## src/rtl/arm_cond_unit.sv

```systemverilog
`timescale 1ns/1ps
`default_nettype none
// ============================================================================
// Module   : arm_cond_unit
// Purpose  : ARM condition evaluation, NZCV flag storage and write gating
// Revision : 1.0
// ============================================================================
module arm_cond_unit (
  input  logic       clk,
  input  logic       reset,
  input  logic [3:0] Cond,
  input  logic [3:0] ALUFlags,
  input  logic [1:0] FlagW,
  input  logic       PCS,
  input  logic       RegW,
  input  logic       MemW,
  output logic       PCSrc,
  output logic       RegWrite,
  output logic       MemWrite,
  output logic [3:0] Flags
);

  localparam logic [3:0] C_EQ  = 4'b0000;
  localparam logic [3:0] C_NE  = 4'b0001;
  localparam logic [3:0] C_CS  = 4'b0010;
  localparam logic [3:0] C_CC  = 4'b0011;
  localparam logic [3:0] C_MI  = 4'b0100;
  localparam logic [3:0] C_PL  = 4'b0101;
  localparam logic [3:0] C_VS  = 4'b0110;
  localparam logic [3:0] C_VC  = 4'b0111;
  localparam logic [3:0] C_HI  = 4'b1000;
  localparam logic [3:0] C_LS  = 4'b1001;
  localparam logic [3:0] C_GE  = 4'b1010;
  localparam logic [3:0] C_LT  = 4'b1011;
  localparam logic [3:0] C_GT  = 4'b1100;
  localparam logic [3:0] C_LE  = 4'b1101;
  localparam logic [3:0] C_AL  = 4'b1110;

  logic [1:0] nz_q, nz_d;
  logic [1:0] cv_q, cv_d;
  logic       w_n, w_z, w_c, w_v;
  logic       w_cond_ex;
  logic [1:0] w_flag_write;

  assign Flags = {nz_q, cv_q};
  assign w_n   = nz_q[1];
  assign w_z   = nz_q[0];
  assign w_c   = cv_q[1];
  assign w_v   = cv_q[0];

  // Evaluated on stored flags only; the current instruction never sees its own ALU flags.
  always_comb begin
    w_cond_ex = 1'b0;
    case (Cond)
      C_EQ:    w_cond_ex = w_z;
      C_NE:    w_cond_ex = ~w_z;
      C_CS:    w_cond_ex = w_c;
      C_CC:    w_cond_ex = ~w_c;
      C_MI:    w_cond_ex = w_n;
      C_PL:    w_cond_ex = ~w_n;
      C_VS:    w_cond_ex = w_v;
      C_VC:    w_cond_ex = ~w_v;
      C_HI:    w_cond_ex = w_c & ~w_z;
      C_LS:    w_cond_ex = ~w_c | w_z;
      C_GE:    w_cond_ex = ~(w_n ^ w_v);
      C_LT:    w_cond_ex = w_n ^ w_v;
      C_GT:    w_cond_ex = ~w_z & ~(w_n ^ w_v);
      C_LE:    w_cond_ex = w_z | (w_n ^ w_v);
      C_AL:    w_cond_ex = 1'b1;
      default: w_cond_ex = 1'b0;
    endcase
  end

  always_comb begin
    w_flag_write = FlagW & {2{w_cond_ex}};
    RegWrite     = RegW & w_cond_ex;
    MemWrite     = MemW & w_cond_ex;
    PCSrc        = PCS  & w_cond_ex;
  end

  always_comb begin
    nz_d = nz_q;
    cv_d = cv_q;
    if (w_flag_write[1]) nz_d = ALUFlags[3:2];
    if (w_flag_write[0]) cv_d = ALUFlags[1:0];
  end

  always_ff @(posedge clk) begin
    if (!reset) begin
      nz_q <= 2'b00;
      cv_q <= 2'b00;
    end else begin
      nz_q <= nz_d;
      cv_q <= cv_d;
    end
  end

endmodule
`default_nettype wire

```

## config.mk

```make
export PLATFORM = sky130hd
export DESIGN_NAME = arm_cond_unit
export DESIGN_NICKNAME = d
export VERILOG_FILES = /design/src/rtl/arm_cond_unit.sv
export SDC_FILE = /design/constraint.sdc
export NUM_CORES = 1
export LEC_CHECK = 0
export BUFFER_PORTS_ARGS = -buffer_cell sky130_fd_sc_hd__buf_2
export CAP_MARGIN = 20
export CORE_AREA = 2 2 39 41
export DETAILED_ROUTE_END_ITERATION = 10
export DIE_AREA = 0 0 41 43
export SLEW_MARGIN = 10
export SYNTH_ARGS = -nofsm -noshare
export SYNTH_HDL_FRONTEND = slang
export SYNTH_SLANG_ARGS = --single-unit
```

## constraint.sdc

```tcl
create_clock -name clk -period 3.8 [get_ports clk]
set_input_delay 0.76 -clock clk [delete_from_list [all_inputs] [get_ports clk]]
set_output_delay 0.76 -clock clk [all_outputs]
set_load 0.005 [all_outputs]
```

==> metrics.yaml <==
run_status:
  status: "complete, no violations"
placed_design:
  gp_congestion: 0.757
  dp.final_hpwl_microns: 813
  numPortBuffers: 21
  place_area_sq_um: 557
route:
  drt_pre_antenna_iters: 4
  drtIter0Drc: 12
  drc_errors: 0
  vias_per_cell: 5.29
  vias: 476
  post_drt_wl_per_cell_microns: 12.2
  totalWireLength_mm: 1.09
  drtAntennaViolNets: 0
critical_path:
  crit_family: "simple AND/OR/NAND/NOR gates"
  worst-path-buf-inv: 2
  cp_max_fo: 13
  r2r_start: "nz_q[1]"
  crit_type: "in -> out"
  worstPathArrival_ps: 2120
  worst_path_most_repeated_cell: "buf_2"
  critPathRequiredTime_ps: 3040
  start_kind: "input pin"
  critPathSlowestCell: "nor3_1"
  cp-end-kind: "output pin"
  cpPeakStageDelay_ps: 350
  startpoint: "Cond[0]"
  worstPathCellList: "buf_2 -> and4bb_2 -> mux2i_1 -> a311oi_2 -> nor3_1 -> nor2b_1 -> buf_2"
synthesis:
  synthDistinctLibCells: 29
  synth_nets: 70
  syn_avg_cell_area_sq_um: 8.55
  mappedNetlistArea_sq_um: 470
  ys_warn_count: 0
  synthCells: 55
  synth_seq_area_share_pct: 17.0
  synth_top_area_cell: "dfxtp_1"
  synth_top_area_share_pct: 17.0
  ys_seq_elements: 4
  synth_area_leaders: "dfxtp_1, mux2i_1, nand2_1"
clock_network:
  cts_buffer_depth: 2
  cts_resized: 0
  cts_tree: "yes"
  clk_pin_slew_ps: 40
  cts_root_buf: "clkbuf_4"
  cts_buffers: 3
  postCtsHoldBufs: 0
  clock_sinks: 4
  insertion_delay_ps: 240
  postCtsSetupBuffers: 0
  cts_max_level: 1
die:
  die_area_sq_mm: 0.00176
  core_area_sq_mm: 0.00138
  start_util_pct: 34.0
  ios: 22
  die_w_microns: 41
  std_cell_rows: 14
  die_y_microns: 43
timing:
  slew_viol_final: 0
  setup_violations: 0
  slew_headroom_pct: 75.2
  period_share_pct: 75.7
  fmax_ghz: 0.348
  hold_viol_final: 0
  rsz0062_at_grt: "false"
  skew_ps: 0.708
  tns_ps: 0
  finalCriticalPeriod_ps: 2880
  tightest_slew_ps: 371
finish:
  num_antenna_cells: 0
  syn_to_final_growth_pct: 23.1
  layout-drive-gt1-share_pct: 43.2
  design_area_sq_um: 579
  fin_nets: 91
grt:
  antenna_found_initial: 0
  overflow: 0
  grt_max_degree: 14
  track_usage_pct: 15.1
  grt_pass1_wl_mm: 1.76
  grt_pass1_vias: 404
power:
  finalPower_mw: 0.158
  power.density_mw_per_mm2: 273
  leakagePower_nw: 0.276
  vdd_ir_drop_max_mv: 0.169
worst_hold_path:
  hold_class: "reg -> reg"
  min_from: "nz_q[0]"
run:
  max-cap-violations: 0
-- report_power, final --
part           switching, mW  internal, mW  total (mW)
clock network         0.0188        0.0354      0.0542
registers            0.00527        0.0454      0.0507
logic                 0.0260        0.0270      0.0530
total                 0.0501         0.108       0.158
-- cells in the mapped netlist --
library cell and count:
inv_1 1, dfxtp_1 4, o21a_1 1, nor2_1 1, mux2i_1 7, buf_1 1, clkbuf_2 1, o21bai_2 1
o2111ai_2 1, nand4b_1 1, o21ai_0 1, nor4bb_1 1, buf_4 1, nor3b_1 3, and4bb_1 1, o32ai_1 1
and3b_1 1, xnor2_1 1, nand2_1 11, a21oi_1 2, or4_1 1, a311oi_2 1, and4bb_2 1, nor2b_1 3
a22oi_2 1, o31ai_2 2, buf_6 2, nor3_1 1, and3_2 1
-- cells by family (layout without fill, tap and decap cells) --
family	Yosys count	after routing	share of synthesized area (%)
simple gates	26	26	33.8
compound gates	11	11	23.4
mux	7	7	14.9
buf+inv	6	25	9.04
flops	4	4	17.0
xor+xnor	1	1	1.86
-- metal layers --
layer	vias to the layer above	GRT usage (%)	share of wire [%]
li1	242	-	-
met1	218	20.3	46
met2	14	20.6	48
met3	2	3.14	4.1
met4	0	10.0	1.9
met5	-	0	0
-- flip-flops by register name, indices dropped and copies added (netlist names) --
name	count
cv_q	2
nz_q	2
-- worst paths after layout --
kind                                 end  slack [ps]  cells past startpoint
worst max-delay path            RegWrite         920                      7
worst min-delay path             nz_q[0]         540                      2
worst max register to register   nz_q[0]        2010                      5
worst min register to register   nz_q[0]         540                      2
-- placed cells by master, fill, tap and decap left out --
cell type	instances
a21oi_1	2
a22oi_2	1
a311oi_2	1
and3_2	1
and3b_1	1
and4bb_1	1
and4bb_2	1
buf_2	21
clkbuf_4	3
dfxtp_1	4
inv_1	1
mux2i_1	7
nand2_1	11
nand4b_1	1
nor2_1	1
nor2b_1	3
nor3_1	1
nor3b_1	3
nor4bb_1	1
o2111ai_2	1
o21a_1	1
o21ai_0	1
o21bai_2	1
o31ai_2	2
o32ai_1	1
or4_1	1
xnor2_1	1
-- final cells by class --
cell class	count	area, sq um
clock buffer	3	22.5
fill	153	805
multi-input combinational	45	348
inverter	1	3.75
sequential	4	80.1
tap	16	20.0
timing repair buffer	21	105
-- tightest hold or removal path: cells and delay by family, from the launching register on --
family,cells,cell delay (ps)
simple gates,1,70
flops,1,350
mux,1,60
-- metrics by stage --
stage                     utilization (%)  hold slack (ps)  setup slack [ps]  cells
after floorplan                         -              494              1240     55
after global placement               40.2              524               981     87
after detailed placement             40.2              545               922     87
after CTS                            41.9              550               920     90
after global routing                 41.9              569               715     90
final                                41.9              537               923     90
(Power assumes the default switching activity.)
